`src/rtl/weight_row_buffer_if.sv`:
```
// weight_row_buffer_if: row stream from the weight row buffer to the array weight loader
interface weight_row_buffer_if #(
   parameter int DATA_WIDTH = 256
);
   logic [DATA_WIDTH-1:0] row_data;
   logic                  row_last;
   logic                  row_valid;
   logic                  row_ready;
   modport master (output row_data, row_last, row_valid, input row_ready);
   modport slave (input row_data, row_last, row_valid, output row_ready);
endinterface

```
`src/rtl/weight_row_buffer.sv`:
```
// weight_row_buffer: captures BRAM read words after the read latency, queues them and streams tagged rows
module weight_row_buffer #(
   parameter int DATA_WIDTH    = 256,
   parameter int READ_LATENCY  = 1,
   parameter int FIFO_DEPTH    = 8,
   parameter int ROWS_PER_TILE = 32,
   parameter int CNT_WIDTH     = 16
) (
   input  logic                          clk,
   input  logic                          rst,
   input  logic                          bram_en_in,
   input  logic [DATA_WIDTH-1:0]         bram_dout,
   input  logic                          row_cnt_clr,
   output logic                          fetch_hold,
   weight_row_buffer_if.master           row,
   output logic [$clog2(FIFO_DEPTH):0]   occupancy,
   output logic [CNT_WIDTH-1:0]          tiles_done,
   output logic                          overflow_err
);
   localparam int AW = $clog2(FIFO_DEPTH);
   localparam int RW = ROWS_PER_TILE > 1 ? $clog2(ROWS_PER_TILE) : 1;
   logic [READ_LATENCY-1:0] dly, dly_next;
   logic [DATA_WIDTH:0]     mem [FIFO_DEPTH];
   logic [AW-1:0]           wr_ptr, rd_ptr;
   logic [RW-1:0]           row_cnt;
   logic [AW:0]             occ_next;
   logic                    cap, pop, full, push, drop, tag;
   always_comb begin
      dly_next = READ_LATENCY'({dly, bram_en_in});
      cap      = dly[READ_LATENCY-1];
      pop      = row.row_valid & row.row_ready;
      full     = occupancy == (AW+1)'(FIFO_DEPTH);
      // a pop in the same cycle frees the slot, so a full buffer still accepts the capture
      push     = cap & (~full | pop);
      drop     = cap & full & ~pop;
      occ_next = occupancy + (AW+1)'(push) - (AW+1)'(pop);
      tag      = row_cnt == RW'(ROWS_PER_TILE-1);
   end
   assign row.row_data  = mem[rd_ptr][DATA_WIDTH-1:0];
   assign row.row_last  = mem[rd_ptr][DATA_WIDTH];
   assign row.row_valid = occupancy != '0;
   always_ff @(posedge clk) begin
      if (rst) begin
         dly          <= '0;
         wr_ptr       <= '0;
         rd_ptr       <= '0;
         occupancy    <= '0;
         row_cnt      <= '0;
         tiles_done   <= '0;
         fetch_hold   <= 1'b0;
         overflow_err <= 1'b0;
         for (int i = 0; i < FIFO_DEPTH; i++) mem[i] <= '0;
      end else begin
         dly        <= dly_next;
         occupancy  <= occ_next;
         // reads already issued must still find room, so count them against the free space
         fetch_hold <= int'(occ_next) + $countones(dly_next) >= FIFO_DEPTH - 1;
         if (push) begin
            mem[wr_ptr] <= {tag, bram_dout};
            wr_ptr      <= wr_ptr + 1'b1;
         end
         if (pop) begin
            rd_ptr <= rd_ptr + 1'b1;
            if (row.row_last) tiles_done <= tiles_done + 1'b1;
         end
         if (row_cnt_clr) row_cnt <= '0;
         else if (push) row_cnt <= tag ? '0 : row_cnt + 1'b1;
         if (drop) overflow_err <= 1'b1;
      end
   end
endmodule

```
`src/flat_wrapper.sv`:
```
// flat-port wrapper written by rule: the top's interface ports become plain ports
module weight_row_buffer_flat 
#(
   parameter int DATA_WIDTH    = 256,
   parameter int READ_LATENCY  = 1,
   parameter int FIFO_DEPTH    = 8,
   parameter int ROWS_PER_TILE = 32,
   parameter int CNT_WIDTH     = 16
)
  (clk, rst, bram_en_in, bram_dout, row_cnt_clr, fetch_hold, occupancy, tiles_done, overflow_err, row_row_data, row_row_last, row_row_valid, row_row_ready);
  weight_row_buffer_if #(.DATA_WIDTH(DATA_WIDTH)) row_i ();
  input  logic clk;
  input  logic rst;
  input  logic bram_en_in;
  input  logic [DATA_WIDTH-1:0] bram_dout;
  input  logic row_cnt_clr;
  output logic fetch_hold;
  output logic [$clog2(FIFO_DEPTH):0] occupancy;
  output logic [CNT_WIDTH-1:0] tiles_done;
  output logic overflow_err;
  output wire logic [$bits(row_i.row_data)-1:0] row_row_data;
  output wire logic [$bits(row_i.row_last)-1:0] row_row_last;
  output wire logic [$bits(row_i.row_valid)-1:0] row_row_valid;
  input wire logic [$bits(row_i.row_ready)-1:0] row_row_ready;
  assign row_row_data = row_i.row_data;
  assign row_row_last = row_i.row_last;
  assign row_row_valid = row_i.row_valid;
  assign row_i.row_ready = row_row_ready;
  weight_row_buffer #(.DATA_WIDTH(DATA_WIDTH), .READ_LATENCY(READ_LATENCY), .FIFO_DEPTH(FIFO_DEPTH), .ROWS_PER_TILE(ROWS_PER_TILE), .CNT_WIDTH(CNT_WIDTH)) u_core (.clk(clk), .rst(rst), .bram_en_in(bram_en_in), .bram_dout(bram_dout), .row_cnt_clr(row_cnt_clr), .fetch_hold(fetch_hold), .row(row_i), .occupancy(occupancy), .tiles_done(tiles_done), .overflow_err(overflow_err));
endmodule
```
`config.mk`:
```
export PLATFORM = sky130hd
export DESIGN_NAME = weight_row_buffer_flat
export DESIGN_NICKNAME = d
export VERILOG_FILES = /design/src/rtl/weight_row_buffer_if.sv /design/src/rtl/weight_row_buffer.sv /design/src/flat_wrapper.sv
export SDC_FILE = /design/constraint.sdc
export NUM_CORES = 2
export LEC_CHECK = 0
export ABC_CLOCK_PERIOD_IN_PS = 5300
export BUFFER_PORTS_ARGS = -buffer_cell sky130_fd_sc_hd__buf_2
export CAP_MARGIN = 20
export CORE_MARGIN = 4
export CORE_UTILIZATION = 40
export DETAILED_ROUTE_END_ITERATION = 8
export GPL_TIMING_DRIVEN = 0
export HOLD_SLACK_MARGIN = 0.1
export SETUP_SLACK_MARGIN = 0.5
export SLEW_MARGIN = 20
export SYNTH_ARGS = -nofsm -noshare
export SYNTH_HDL_FRONTEND = slang
export SYNTH_SLANG_ARGS = --single-unit
```
`constraint.sdc`:
```
create_clock -name clk -period 5.3 [get_ports clk]
set_clock_uncertainty 0.15 [all_clocks]
set_input_delay 0.265 -clock clk [delete_from_list [all_inputs] [get_ports clk]]
set_output_delay 0.265 -clock clk [all_outputs]
set_load 0.01 [all_outputs]
```
# After elaboration in Yosys (flattened, before gate mapping)
# Memories as Yosys holds them, arrays and structs flattened. A register that Yosys moved wholly into a read port is not among the register bits.
# Cells that the tools add are included.
[totals]
reg_bits = 34
ramBits = 2056
in_bits = 261
out_inout_bits = 280
elab_cells = 41
n_memories = 1
[memory_table]
columns = ["memory", "depth", "width", "read_ports", "rd_clocked_by_memory_dff", "wr", "line", "source"]
rows = [
  ["u_core.mem", 8, 257, 1, 1, 8, "weight_row_buffer.sv:23", "logic [DATA_WIDTH:0] mem [FIFO_DEPTH];"],
]
[op_classes]
n_addsub = 7
order_cmp = 1
n_eq_ne = 2
mux = 11
n_bitwise = 7
n_reduce_logical = 4
[ops]
columns = ["operator", "count"]
rows = [
  ["$mux W257", 1],
  ["$reduce_or A257 Y1", 1],
  ["$ge A32 B4 Y1 const B", 1],
  ["$add A16 B1 Y16 const B", 1],
  ["$mux W3", 3],
  ["$add A3 B1 Y3 const B", 2],
  ["$mux W1", 6],
  ["$add A4 B1 Y5", 1],
  ["$add A5 B1 Y5 const B", 1],
  ["$eq A5 B5 Y1 const B", 1],
  ["$mux W5", 1],
  ["$add A4 B1 Y4", 1],
  ["$and A1 B1 Y1", 4],
  ["$eq A4 B4 Y1 const B", 1],
  ["$reduce_bool A4 Y1", 1],
  ["$sub A4 B1 Y4", 1],
  ["$not A1 Y1", 2],
  ["$reduce_and A2 Y1", 1],
  ["$reduce_or A2 Y1", 1],
  ["$or A1 B1 Y1", 1],
]

# Logic depth before layout (Yosys ltp)
[logic_depth]
ltp_word = 9
ltp_mapped = 15
mapped_depth_nobuf = 14

# Worst setup path before layout
# No wires, ideal clock.
[synth_path]
path_type = "register to register"
start = "register u_core.occupancy[2]"
end = "memory u_core.mem[0][0] (netlist name) (enable)"
setup_ns = 0.512
t_arrival_ns = 4.803
required_time_ns = 4.638
path_slack_ns = -0.165
path_stages_with_launch = 8
path_buffers = 1
period_less_slack_ns = 5.465
cell_sequence = "dfxtp_1 > inv_1 > ha_1 > or3b_2 > o21ai_0 > nor3_1 > clkbuf_1 > or2_2"
[synth_rtl]
columns = ["item", "line", "source"]
rows = [
  ["start: declaration", "weight_row_buffer.sv:16", "output logic [$clog2(FIFO_DEPTH):0] occupancy,"],
  ["start signal: assignment", "weight_row_buffer.sv:55", "occupancy <= occ_next;"],
  ["end: declaration", "weight_row_buffer.sv:23", ""],
]

==> metrics.yaml <==
run_status:
  status: "finished, final reports clean"
timing:
  slew_headroom_pct: 28.1
  worstMarginPinSlew_ps: 1070
  post-route-period-util_pct: 88.0
  drv_slew: 0
  timing.fmax_mhz: 214
  setup_viol: 0
  rsz0062_at_grt: "true"
  holdWs_ps: 172
  final-hold-violation-count: 0
  fin_crit_ps: 4670
grt:
  met1_usage_pct: 29.2
  grt_pass1_vias: 54562
  antenna_found_initial: 69
  gr-total-overflow: 0
  grt_pass1_wl_um: 379000
  met2_usage_pct: 35.2
  busiest_layer: "met2"
  gr-usage-met3_pct: 5.58
  grt_start_max_net_pins: 41
  grt_usage_pct: 21.8
pwr:
  p_per_area_nw_per_um2: 380
  p_leak_nw: 40.9
  p_total_mw: 42.5
  intPower_mw: 30.9
  p_seq_share_pct: 44.9
  switching_share_pct: 27.2
  power.share.combinational_pct: 21.0
  clkPwrFrac_pct: 34.1
  netSwitchingPower_mw: 11.6
  ir_drop_mv: 0.332
synthesis:
  synth_edf_count: 2056
  ys_async_sr_fraction_pct: 0
  ys_top_cells_by_count: "2059 x and2_1, 2056 x edfxtp_1, 513 x mux4_2"
  synthDistinctLibCells: 40
  synth_cells: 5490
  synth_nets: 5764
  yosysTopAreaCell: "edfxtp_1"
  ys_warn_count: 0
  yosysMostFrequentCell: "and2_1"
  ys_ff_latch: 2093
  yosys.area.top_type_share_pct: 66.8
  syn_avg_cell_area_um2: 16.8
  synth.area.top_cells: "edfxtp_1 67%, and2_1 14%, mux4_2 12%"
  synth_area_um2: 92500
  synth_ff_type: "edfxtp_1"
  ys_seq_area_share_pct: 67.6
cells_and_area:
  fin_util_pct: 48.6
  syn2layout_area_growth_pct: 20.8
  fin_nets: 6999
  drive_above_1_share_pct: 25.5
  finalNonFillerCells: 9976
clocking:
  clock_sinks: 2093
  cts_buffers: 220
  root_buffer: "clkbuf_16"
  path_clk_slew_ps: 60
  postCtsSetupRepairBufs: 0
  clock_latency_ps: 890
  htree_num_levels: 4
  cts_tree: "built"
  cts_max_path_buffers: 3
worst_setup_path:
  endpoint_kind: "flip-flop"
  critPathRequiredTime_ps: 5680
  path_class: "flip-flop to flip-flop"
  cp-startpoint: "u_core.occupancy[2]"
  crit_fanout: 35
  worstSetupStartpointType: "flip-flop"
  arrival_ps: 5040
  reg2reg_from: "u_core.occupancy[2]"
die:
  dieArea_um2: 239000
  row_count: 176
  die_h_um: 489
  start_util_pct: 40.2
  fp.dieW_um: 489
  io-pin-count: 541
  core_area_um2: 230000
placed_design:
  dp_cells: 9128
  numPortBuffers: 539
  place_congestion: 0.769
  dp_hpwl_um: 171000
route:
  wire_per_inst_um: 26.3
  drtPass1Iterations: 7
  drc: 0
  ant_nets: 0
  vias_per_cell: 5.26
  drt_iter0_markers: 5440
  routed_wl_um: 263000
  vias: 52436
flow_run:
  drv_cap: 0
hold_path:
  hp-start: "bram_dout[152]"
  min_path_type: "primary input to flip-flop"
-- final cells by class --
type                    count  area, µm²
flip-flops and latches   2093      62500
fillers                 19557     118000
clock inverters           113        920
repair buffers           1011       8510
clock buffers             286       5780
well taps                3026       3790
diodes                     48        120
multi-input cells        3008      28500
plain buffers             380       1530
inverters                  11       41.3
-- critical path, stage by stage (launching register included) --
cell	delay, ps
dfxtp_1	330
inv_1	80
ha_1	200
or3b_2	230
o21ai_0	370
nor3_2	830
clkbuf_1	610
or2_4	560
buf_16	320
buf_16	250
buf_12	270
-- sequential cells by signal, summed over array words and instances, names as in the netlist, named ones only --
register / flops
u_core.wr_ptr: 3
u_core.fetch_hold: 1
u_core.tiles_done: 16
u_core.rd_ptr: 3
u_core.row_cnt: 5
u_core.occupancy: 4
u_core.cap: 1
u_core.mem: 2056
u_core.overflow_err: 1
-- logic make-up (layout without fill, tap and decap cells) --
kind of cell	count (synthesis)	count (layout)	share of synthesized area, %
buffers and inverters	391	1801	1.66
other	0	48	0
muxes	775	775	15.7
and+or+nand+nor	2163	2165	14.5
DFF	2093	2093	67.6
adders and majority gates	13	13	0.184
xor gates and xnor gates	5	5	0.0474
AOI/OAI and AO/OA	50	50	0.323
-- metal layers --
layer | up-vias | part of all wire, %
met4 | 32 | 3.0
li1 | 23021 | -
met5 | - | 0.074
met3 | 384 | 8.3
met2 | 1824 | 48
met1 | 27175 | 41
-- path summary, 6_finish.rpt --
path	end	cells past startpoint	slack [ps]
setup / recovery	u_core.mem[1][101]	10	630
setup reg to reg	u_core.mem[1][101]	10	630
hold reg to reg	u_core.row_cnt[4]	2	320
hold / removal	u_core.mem[7][152]	3	170
-- through the flow --
| step | TNS [ps] | worst slack [ps] | area (µm²) |
|---|---|---|---|
| after global placement | -6641360 | -4530 | 99000 |
| after floorplan | 0 | 26.2 | 92500 |
| final | 0 | 634 | 112000 |
| after global routing | 0 | 440 | 112000 |
| after detailed placement | 0 | 94.2 | 101000 |
| after CTS | 0 | 484 | 112000 |
-- timing repair --
action	CTS	global route
resized for setup	3	1
setup endpoints to repair	216	37
endpoints found under the hold margin	2079	0
cloned	1	1
pin swaps	0	1
hold buffers	399	0
-- power by group through the flow --
stage	Clock, mW	Combinational [mW]	Sequential (mW)
final	14.5	8.93	19.1
after CTS	14.8	9.12	19.1
after floorplan	0	5.35	19.4
after detailed placement	0	8.81	19.4
after global routing	15.5	9.58	19.1
after global placement	0	8.60	19.5
-- cell usage in the layout, fill, tap and decap left out, types with 4 or more instances in the layout --
cell type      instances
o21ai_0                9
mux4_2               513
clkbuf_1             360
or3_1                  5
mux2i_1                4
dfxtp_1               37
and2_1              2059
nand4_1                5
inv_1                 11
nand3_1                8
and3_1                 7
bufinv_16              4
clkinv_16             10
ha_1                  12
clkinv_1              59
nand2_1               18
a21oi_1               22
o31ai_1               10
clkinvlp_4             4
dlygate4sd3_1        399
clkinv_2              28
clkbuf_16            220
mux2_2               258
buf_16                50
nor2b_1                8
or2_4                  8
clkbuf_2              29
edfxtp_1            2056
buf_2                588
buf_12                21
buf_1                  4
diode_2               48
or4_1                 11
nor2_1                19
(Power assumes the default switching activity.)
